$ cat config.mk
export PLATFORM = sky130hd
export DESIGN_NAME = uart_bus_master
export DESIGN_NICKNAME = d
export VERILOG_FILES = /design/src/rtl/uart_bus_master_pkg.sv /design/src/rtl/uart_byte_tx.sv /design/src/rtl/uart_bus_master.sv
export SDC_FILE = /design/constraint.sdc
export NUM_CORES = 1
export LEC_CHECK = 0
export ABC_AREA = 1
export CAP_MARGIN = 30
export CORE_MARGIN = 5
export CORE_UTILIZATION = 58
export DETAILED_ROUTE_END_ITERATION = 8
export PLACE_DENSITY = 0.8
export SLEW_MARGIN = 25
export SYNTH_ARGS = -nofsm -noshare
export SYNTH_HDL_FRONTEND = slang
export SYNTH_HIERARCHICAL = 1
export SYNTH_SLANG_ARGS = --single-unit
$ cat constraint.sdc
create_clock -name clk -period 2.29 [get_ports clk]
set_input_delay 0.229 -clock clk [delete_from_list [all_inputs] [get_ports clk]]
set_output_delay 0.229 -clock clk [all_outputs]
set_load 0.02 [all_outputs]
$ cat src/rtl/uart_bus_master_pkg.sv
// Shared command/response codes and frame FSM state encoding for the UART bus bridge.
package uart_bus_master_pkg;

    localparam logic [7:0] CMD_WR  = 8'hA5;
    localparam logic [7:0] CMD_RD  = 8'h5A;
    localparam logic [7:0] RSP_ACK = 8'h06;
    localparam logic [7:0] RSP_NAK = 8'h15;

    typedef enum logic [5:0] {
        S_IDLE   = 6'b000001,
        S_ADDR   = 6'b000010,
        S_DATA   = 6'b000100,
        S_REQ    = 6'b001000,
        S_ACCESS = 6'b010000,
        S_RESP   = 6'b100000
    } state_e;

endpackage

$ cat src/rtl/uart_byte_tx.sv
// 8N1 byte transmitter: accepts a byte when idle, shifts start, 8 data bits LSB first, stop.
module uart_byte_tx #(
    parameter int unsigned CLK_DIV = 434
) (
    input  logic       clk,
    input  logic       rst_n,
    input  logic [7:0] i_data,
    input  logic       i_valid,
    output logic       o_ready,
    output logic       o_tx
);

    localparam logic [15:0] BAUD_MAX = 16'(CLK_DIV - 1);

    logic [8:0]  r_shift;
    logic [3:0]  r_bit_cnt;
    logic [15:0] r_baud_cnt;
    logic        r_busy;
    logic        r_tx;

    always_ff @(posedge clk or negedge rst_n) begin
        if (!rst_n) begin
            r_shift    <= '1;
            r_bit_cnt  <= '0;
            r_baud_cnt <= '0;
            r_busy     <= 1'b0;
            r_tx       <= 1'b1;
        end else if (!r_busy) begin
            if (i_valid) begin
                r_busy     <= 1'b1;
                r_tx       <= 1'b0;
                r_shift    <= {1'b1, i_data};
                r_bit_cnt  <= 4'd9;
                r_baud_cnt <= BAUD_MAX;
            end
        end else if (r_baud_cnt != 16'd0) begin
            r_baud_cnt <= r_baud_cnt - 16'd1;
        end else if (r_bit_cnt == 4'd0) begin
            // Stop bit has been on the line for a full bit period.
            r_busy <= 1'b0;
        end else begin
            r_tx       <= r_shift[0];
            r_shift    <= {1'b1, r_shift[8:1]};
            r_bit_cnt  <= r_bit_cnt - 4'd1;
            r_baud_cnt <= BAUD_MAX;
        end
    end

    assign o_ready = !r_busy;
    assign o_tx    = r_tx;

endmodule

$ cat src/rtl/uart_bus_master.sv
// UART-to-bus bridge: receives write/read command frames, performs one bus access, replies.
module uart_bus_master
    import uart_bus_master_pkg::*;
#(
    parameter int unsigned CLK_DIV      = 434,
    parameter int unsigned TIMEOUT_BITS = 20
) (
    input  logic        clk,
    input  logic        rst_n,
    input  logic        rx_pin,
    output logic        tx_pin,
    output logic        req_o,
    input  logic        gnt_i,
    output logic        wr_en_o,
    output logic [31:0] addr_o,
    output logic [31:0] data_o,
    input  logic [31:0] data_i,
    output logic        busy_o
);

    localparam logic [15:0] BAUD_MAX   = 16'(CLK_DIV - 1);
    localparam logic [15:0] HALF_MAX   = 16'(CLK_DIV / 2 - 1);
    localparam int unsigned TMO_CYCLES = TIMEOUT_BITS * CLK_DIV;
    localparam int unsigned TMO_W      = $clog2(TMO_CYCLES + 1);
    localparam logic [TMO_W-1:0] TMO_LAST = TMO_W'(TMO_CYCLES - 1);

    // Receiver
    logic        r_rx_s1, r_rx_s2, r_rx_s3;
    logic        r_rx_active;
    logic [15:0] r_rx_cnt;
    logic [3:0]  r_rx_bit;
    logic [7:0]  r_rx_shift;
    logic        w_start_edge, w_rx_tick, w_rx_done, w_rx_ferr;

    assign w_start_edge = !r_rx_active && r_rx_s3 && !r_rx_s2;
    assign w_rx_tick    = r_rx_active && (r_rx_cnt == 16'd0);
    assign w_rx_done    = w_rx_tick && (r_rx_bit == 4'd9) && r_rx_s2;
    assign w_rx_ferr    = w_rx_tick && (r_rx_bit == 4'd9) && !r_rx_s2;

    always_ff @(posedge clk or negedge rst_n) begin
        if (!rst_n) begin
            r_rx_s1     <= 1'b1;
            r_rx_s2     <= 1'b1;
            r_rx_s3     <= 1'b1;
            r_rx_active <= 1'b0;
            r_rx_cnt    <= '0;
            r_rx_bit    <= '0;
            r_rx_shift  <= '0;
        end else begin
            r_rx_s1 <= rx_pin;
            r_rx_s2 <= r_rx_s1;
            r_rx_s3 <= r_rx_s2;
            if (w_start_edge) begin
                r_rx_active <= 1'b1;
                r_rx_cnt    <= HALF_MAX;
                r_rx_bit    <= 4'd0;
            end else if (r_rx_active) begin
                if (r_rx_cnt != 16'd0) begin
                    r_rx_cnt <= r_rx_cnt - 16'd1;
                end else begin
                    r_rx_cnt <= BAUD_MAX;
                    // Line back high at start-bit centre means a glitch, not a byte.
                    if ((r_rx_bit == 4'd0 && r_rx_s2) || r_rx_bit == 4'd9) begin
                        r_rx_active <= 1'b0;
                    end else begin
                        if (r_rx_bit != 4'd0) r_rx_shift <= {r_rx_s2, r_rx_shift[7:1]};
                        r_rx_bit <= r_rx_bit + 4'd1;
                    end
                end
            end
        end
    end

    // Frame FSM
    state_e           r_state;
    logic [1:0]       r_byte_cnt;
    logic             r_is_wr;
    logic [31:0]      r_addr_sh, r_data_sh;
    logic [TMO_W-1:0] r_tmo_cnt;
    logic             r_req, r_wr_en;
    logic [31:0]      r_addr, r_data;
    logic [31:0]      r_rd_data;
    logic [1:0]       r_resp_left;
    logic             r_tx_valid;
    logic [7:0]       r_tx_data;
    logic             w_tx_ready;
    logic [31:0]      w_addr_next, w_data_next;

    assign w_addr_next = {r_rx_shift, r_addr_sh[31:8]};
    assign w_data_next = {r_rx_shift, r_data_sh[31:8]};

    always_ff @(posedge clk or negedge rst_n) begin
        if (!rst_n) begin
            r_state     <= S_IDLE;
            r_byte_cnt  <= '0;
            r_is_wr     <= 1'b0;
            r_addr_sh   <= '0;
            r_data_sh   <= '0;
            r_tmo_cnt   <= '0;
            r_req       <= 1'b0;
            r_wr_en     <= 1'b0;
            r_addr      <= '0;
            r_data      <= '0;
            r_rd_data   <= '0;
            r_resp_left <= '0;
            r_tx_valid  <= 1'b0;
            r_tx_data   <= '0;
        end else begin
            if (r_tx_valid && w_tx_ready) r_tx_valid <= 1'b0;
            unique case (r_state)
                S_IDLE: begin
                    if (w_rx_done) begin
                        r_byte_cnt <= '0;
                        r_tmo_cnt  <= '0;
                        if (r_rx_shift == CMD_WR || r_rx_shift == CMD_RD) begin
                            r_is_wr <= (r_rx_shift == CMD_WR);
                            r_state <= S_ADDR;
                        end else begin
                            r_tx_valid <= 1'b1;
                            r_tx_data  <= RSP_NAK;
                        end
                    end
                end
                S_ADDR, S_DATA: begin
                    // A completed byte takes priority over a coincident timeout.
                    if (w_rx_done) begin
                        r_tmo_cnt  <= '0;
                        r_byte_cnt <= r_byte_cnt + 2'd1;
                        if (r_state == S_ADDR) r_addr_sh <= w_addr_next;
                        else                   r_data_sh <= w_data_next;
                        if (r_byte_cnt == 2'd3) begin
                            if (r_state == S_ADDR && r_is_wr) begin
                                r_state <= S_DATA;
                            end else begin
                                r_state <= S_REQ;
                                r_req   <= 1'b1;
                                if (r_state == S_ADDR) begin
                                    r_addr <= w_addr_next;
                                end else begin
                                    r_addr <= r_addr_sh;
                                    r_data <= w_data_next;
                                end
                            end
                        end
                    end else if (w_rx_ferr || r_tmo_cnt == TMO_LAST) begin
                        r_state <= S_IDLE;
                    end else if (w_start_edge) begin
                        r_tmo_cnt <= '0;
                    end else begin
                        r_tmo_cnt <= r_tmo_cnt + TMO_W'(1);
                    end
                end
                S_REQ: begin
                    if (gnt_i) begin
                        r_state <= S_ACCESS;
                        r_wr_en <= r_is_wr;
                    end
                end
                S_ACCESS: begin
                    r_req       <= 1'b0;
                    r_wr_en     <= 1'b0;
                    r_rd_data   <= {8'h00, data_i[31:8]};
                    r_tx_valid  <= 1'b1;
                    r_tx_data   <= r_is_wr ? RSP_ACK : data_i[7:0];
                    r_resp_left <= r_is_wr ? 2'd0 : 2'd3;
                    r_state     <= S_RESP;
                end
                S_RESP: begin
                    if (r_tx_valid && w_tx_ready) begin
                        if (r_resp_left == 2'd0) begin
                            r_state <= S_IDLE;
                        end else begin
                            r_tx_valid  <= 1'b1;
                            r_tx_data   <= r_rd_data[7:0];
                            r_rd_data   <= {8'h00, r_rd_data[31:8]};
                            r_resp_left <= r_resp_left - 2'd1;
                        end
                    end
                end
                default: r_state <= S_IDLE;
            endcase
        end
    end

    uart_byte_tx #(
        .CLK_DIV (CLK_DIV)
    ) u_tx (
        .clk     (clk),
        .rst_n   (rst_n),
        .i_data  (r_tx_data),
        .i_valid (r_tx_valid),
        .o_ready (w_tx_ready),
        .o_tx    (tx_pin)
    );

    assign req_o   = r_req;
    assign wr_en_o = r_wr_en;
    assign addr_o  = r_addr;
    assign data_o  = r_data;
    assign busy_o  = (r_state != S_IDLE);

endmodule

==> reports/qor.yml <==
critical_path:
  r2r_end: "addr_o[15]"
  worstPathArrival_ps: 2010
  rrSetupSlack_ps: 190
  critPathKind: "reg -> out"
  path_max_fanout: 4
  reg2reg_from: "r_state[5]"
  startpoint_type: "flip-flop"
  worstPathRequired_ps: 2060
  r2r_cells: 9
  cp-end-kind: "primary output"
placement:
  hpwl_um: 17300
  gp_congestion: 0.8593
  io_buffers: 103
  dp.cells: 1636
yosys:
  yosys_most_used_dff: "dfrtp_1"
  ys_seq_elements: 242
  yosysTopAreaCellShare: 0.4886
  syn_area_um2: 11730
  synth_area_leader_cell: "dfrtp_1"
  synthCells: 1288
  synth.avg_cell_area_um2: 9.106
  synth_async_sr_flop_share: 1.000
  synth_edf_count: 0
  synth_cell_type_count: 49
  yosys_warnings: 6
  synth.most_common_cell: "nand2_1"
  ys_top_cells_by_count: "332 x nand2_1, 229 x dfrtp_1, 115 x inv_1"
  ys_seq_area_frac: 0.5177
  synth_area_leaders: "dfrtp_1 49%, nand2_1 11%, o21ai_2 6.9%"
  syn_nets: 1334
sta:
  final.period_utilization: 0.9788
  relSlewSlack: 0.6030
  finalMaxSlewViolations: 0
  max_freq_mhz: 446.1
  hold_violations: 0
  worst_clock_skew_ps: 7.445
  rsz0062_at_grt: "false"
  tightest_slew_ps: 595.6
  fin_crit_ps: 2242
  finalSetupViolations: 0
  tns_ps: 0
clocking:
  cts_inserted_buffers: 24
  cts.sinks: 242
  cts_setup_buffers: 0
  path_clk_slew_ps: 60
  htree_levels: 1
  cts_tree: "done"
  worstSkewPairLatency_ps: 510
  cts_buffer_depth: 3
  clockRootBuffer: "clkbuf_16"
grt:
  grt_pass1_wl_um: 42440
  grt_usage: 0.2120
  grt_pass1_vias: 8659
  grt_max_degree: 74
  grt_antenna_before_repair: 0
  overflow: 0
final_layout:
  area_delta_synth_final_pct: 17.44
  seq_area_um2: 6072
  nFillCells: 1513
  multiInputGateArea_um2: 4782
  layout.cells.non_filler: 1681
  num_antenna_cells: 0
  drive_gt1_frac: 0.1616
  finalNetCount: 1439
die:
  coreArea_um2: 20100
  pin_count: 104
  die_h_um: 152.2
  start_util: 0.5834
  dieWidth_um: 152.2
  rows: 52
  die_area_um2: 23170
detailed_routing:
  first_pass_iters: 5
  drt_iter0_markers: 469
  ant_nets: 0
  top_layer_used: "met4"
  wl_met2_um: 11730
  drt_wl_total_um: 24760
  viasPerCell: 5.346
  vias: 8986
  route.detailed.drc: 0
  wl_per_cell_um: 14.73
  dr_wl_met3_um: 1039
  met1Wirelength_um: 11450
run_status:
  outcome: "complete, no violations"
worst_hold_path:
  hp-class: "in -> reg"
  hold_path_depth: 1
  hp-start: "rx_pin"
  hold_end: "r_rx_s1"
power_and_ir_drop:
  p_int_w: 0.006846
  leakage_nw: 6.361
  netSwitchingFraction: 0.2314
  p_switching_w: 0.002061
  p_seq_frac: 0.503
  power-per-cell-area_nw_per_um2: 646.6
  pwr-share-comb: 0.070
  p_clk_frac: 0.426
  peakVddDrop_uv: 657.8
run:
  cap_violations: 0
-- cells in the final DEF (no fill, tap or decap), drive strengths merged, types with 14 or more instances in the layout --
cell type	Yosys	routed
mux2i	30	30
inv	124	124
nor2	89	89
nand4	27	27
clkbuf	7	35
dfrtp	229	229
nand3	56	56
o21ai	221	221
xor2	14	14
buf	44	27
nor3	17	17
nand2	352	352
clkdlybuf4s50	0	102
-- area by class of cell --
cell class              count  area share
well taps                 270     0.02453
inverters                 125     0.03443
flip-flops and latches    242      0.4408
clock buffers              35     0.05032
repair buffers            130     0.09737
clock inverters             9    0.005359
multi-input cells         870      0.3472
-- worst max-delay path, stage by stage, from the launching register on --
cell and delay [ps]:
dfrtp_1 440, nor2_2 200, nand4_1 240, clkdlybuf4s50_1 630
-- cell families (layout without fill, tap and decap cells) --
| kind of cell | count (synthesis) | count (layout) | share of synthesized area |
|---|---|---|---|
| simple gates | 550 | 550 | 0.2099 |
| compound gates | 264 | 264 | 0.1496 |
| buf+inv | 176 | 299 | 0.07457 |
| mux | 30 | 30 | 0.02560 |
| flops | 242 | 242 | 0.5177 |
| fa+ha+maj | 10 | 10 | 0.01067 |
| xor+xnor | 16 | 16 | 0.01195 |
-- worst max path at each step --
| stage | slack (ps) | endpoint | start |
|---|---|---|---|
| 2_1_floorplan | 470 | r_data_sh[26] | r_rx_cnt[0] |
| 3_3_place_gp | 300 | addr_o[10] | r_state[5] |
| 3_5_place_dp | 240 | data_o[5] | r_rx_cnt[0] |
| 4_1_cts | 40 | busy_o | r_state[5] |
| 5_1_grt | 9 | busy_o | r_state[2] |
| 6_report | 50 | busy_o | r_state[5] |
-- routing by layer --
layer  GRT usage  vias up
met5           0        -
met4     0.05265        0
met3     0.03067       41
met2      0.3410      190
met1      0.3071     4300
li1            -     4455
-- registers in the layout, summed over array words and instances, names as in the netlist, 4 cells and up --
signal           flops
u_tx/r_bit_cnt       4
r_state              6
r_data_sh           24
r_rx_shift           8
r_rd_data           24
r_rx_bit             4
r_tmo_cnt           14
addr_o              32
u_tx/r_baud_cnt     16
u_tx/r_shift         8
r_rx_cnt            16
r_addr_sh           32
r_tx_data            8
data_o              32
-- through the flow --
step	setup slack, ps	power (W)	hold WS, ps	cell area, um2	utilization
6_report	48.49	0.008907	131.8	13770	0.6852
5_1_grt	8.812	0.009280	125.5	13770	0.6852
4_1_cts	37.25	0.009003	119.0	13770	0.6850
3_5_place_dp	243.9	0.005185	258.0	13000	0.6464
3_3_place_gp	301.1	0.005168	250.5	13000	0.6464
2_1_floorplan	466.7	0.004907	-66.59	11730	-
-- power groups by stage --
| stage | Sequential, W | Combinational, W | Clock (W) |
|---|---|---|---|
| finish | 0.00448 | 0.000627 | 0.00380 |
| global route | 0.00449 | 0.000719 | 0.00407 |
| CTS | 0.00448 | 0.000637 | 0.00389 |
| detailed placement | 0.00455 | 0.000632 | 0 |
| global placement | 0.00455 | 0.000616 | 0 |
| floorplan | 0.00453 | 0.000375 | 0 |
-- repair_timing --
action | in CTS | in global routing
endpoints found under the hold margin | 61 | 0
resized for setup | 0 | 2
endpoints found under the setup margin | 0 | 13
hold buffers | 1 | 0
Power figures use the tool's default switching activity.
==> patch: new RTL, same settings <==
`CLK_DIV` is set to 434 in 2 places; all go to 217.
--- a/src/rtl/uart_byte_tx.sv
+++ b/src/rtl/uart_byte_tx.sv
@@ -1,5 +1,5 @@
 // 8N1 byte transmitter: accepts a byte when idle, shifts start, 8 data bits LSB first, stop.
 module uart_byte_tx #(
-    parameter int unsigned CLK_DIV = 434
+    parameter int unsigned CLK_DIV = 217
 ) (
     input  logic       clk,
--- a/src/rtl/uart_bus_master.sv
+++ b/src/rtl/uart_bus_master.sv
@@ -3,5 +3,5 @@
     import uart_bus_master_pkg::*;
 #(
-    parameter int unsigned CLK_DIV      = 434,
+    parameter int unsigned CLK_DIV      = 217,
     parameter int unsigned TIMEOUT_BITS = 20
 ) (
Check against the original RTL: no difference found for any inputs over 10 cycles, from zero or initial values and one cycle with rst_n low; that may be too few to reach the edited logic, so the function may still have changed.
==> patch against the original RTL <==
- wire length is 4.2% higher
- via count is 1.9% higher
- count of clock-buffer cells in the layout is 6 higher
- non-clock buffer count is 4 lower
- sequential cell count is 1 lower
- critical path type is now reg -> reg
- highest routed layer unchanged
- cell area is 0.29% lower
- setup slack better by 0.15 ns
- fmax is 7.4% higher
- area after synthesis is 0.44% lower
Power is not compared: it rests on default switching activity, and its combinational part moved more than twofold at a synthesized area within 25%.
==> patch: results (changes against the original RTL) <==
nNetsFinal: 1462  # +1.6%
via_count: 9161  # +1.9%
synth.top_cells.by_count: "348 x nand2_1, 228 x dfrtp_1, 105 x inv_1, 92 x nand3_1, 87 x nor2_1"
antenna_cells: 0  # unchanged
synth-xor-area-share: 0.0150  # +0.00305
gp_congestion: 0.922  # +7.3%
grt_pass1_wl_um: 44200  # +4.2%
antenna_left: 0  # unchanged
nFillCells: 1580  # +4.4%
cts_buffer_depth: 3  # unchanged
initialDrtViolationCount: 555  # +18%
p_sw_frac: 0.319
syn_nets: 1366  # +2.4%
leakage_nw: 6.50
cts_buffers: 26  # +8.3%
hold_class: "in -> reg"
timing.final.max_slew_violations: 0  # unchanged
tightest_slew_ns: 0.593  # -0.00266 ns
crit_start: "r_rx_bit[1]$_DFFE_PN0P_"
holdCritStartpoint: "rx_pin"
first_pass_iters: 7  # +2
clock_skew_ns: 0.0134  # +0.00593 ns
synth_area_leaders: "dfrtp_1 49%, nand2_1 11%, nand3_1 3.9%"
drt_wl_total_um: 25800  # +4.2%
clk_latency_ns: 0.54  # +0.03 ns
crit_family: "simple AND/OR/NAND/NOR gates"
async_flop_share: 1.00  # unchanged
grt_usage: 0.222  # +0.00964
slowest_delay_ns: 0.39  # -0.24 ns
drive_gt1_frac: 0.117  # -0.0445
synth-compound-area-share: 0.122  # -0.0280
wl_met2_um: 12800  # +9.2%
grt_max_degree: 73  # -1.4%
wl_met3_um: 847  # -18%
top_layer: "met4"
crit_slowest_cell: "dfrtp_1"
synth_fa_ha_area_frac: 0.0107  # +0.0000469
cp.arrival_ns: 2.53  # +0.52 ns
status: "completed"
portBuffers: 103  # unchanged
ir_worst_vdd_v: 0.000619
yosysUniqueCellTypes: 48  # -2.0%
antenna_found_initial: 0  # unchanged
wl_met1_um: 11600  # +1.0%
synth_mux_area_frac: 0.0257  # +0.000112
dp_hpwl_um: 17200  # -0.39%
clk_pin_slew_worst_paths_ns: 0.06  # about the same
ys.warnings.count: 6  # unchanged
root_buffer: "clkbuf_16"
cp_max_fo: 32  # +28
h-tree-depth: 1  # unchanged
yosysSeqAreaShare: 0.518  # about the same
[patch: through the flow]
stage               cell area, um2  cells  setup WS [ns]
global placement             12900   1657          0.321
detailed placement           12900   1657          0.225
global route                 13700   1705         0.0126
floorplan                    11700   1320          0.497
CTS                          13700   1705         0.0155
finish                       13700   1705          0.203
[patch: cell families after synthesis]
kind of cell             after synthesis
XOR/XNOR                              20
flip-flops                           241
buffers and inverters                171
adder cells (fa/ha/maj)               10
AO/OA/AOI/OAI                        235
AND/OR/NAND/NOR                      613
multiplexers                          30
[patch: layout make-up]
class,count,share of cell area
repair buffers,126,0.0938
clock buffers,41,0.0537
inverters,113,0.0310
clock inverters,6,0.00793
well taps,270,0.0246
multi-input cells,908,0.349
flip-flops and latches,241,0.440
[patch: timing repair]
action | in CTS | in global routing
hold buffers | 1 | 0
resized for setup | 0 | 1
endpoints found under the setup margin | 0 | 1
hold endpoints to repair | 60 | 0
setup buffers | 0 | 0
[patch: final timing paths]
kind,end,slack [ns],cells past startpoint
setup / recovery,r_data_sh[16]$_DFFE_PN0P_,0.20,10
max in group asynchronous,u_tx/r_shift[1]$_DFFE_PN1P_,1.29,3
min in group asynchronous,data_o[10]$_DFFE_PN0P_,0.25,2
hold reg to reg,r_rx_s3$_DFF_PN1_,0.39,0
hold / removal,r_rx_s1$_DFF_PN1_,0.13,1
setup reg to reg,r_data_sh[16]$_DFFE_PN0P_,0.20,10
[patch: layer usage]
| metal | vias up | track usage |
|---|---|---|
| li1 | 4534 | - |
| met1 | 4422 | 0.297 |
| met2 | 163 | 0.380 |
| met3 | 42 | 0.0336 |
| met4 | 0 | 0.0591 |
| met5 | - | 0 |
[patch: power by group through the flow]
stage	sequential (W)	clock (W)	combinational, W
6_report	0.00522	0.00411	0.00279
5_1_grt	0.00528	0.00435	0.00315
4_1_cts	0.00521	0.00420	0.00281
3_5_place_dp	0.00527	0	0.00276
3_3_place_gp	0.00525	0	0.00268
2_1_floorplan	0.00518	0	0.00211
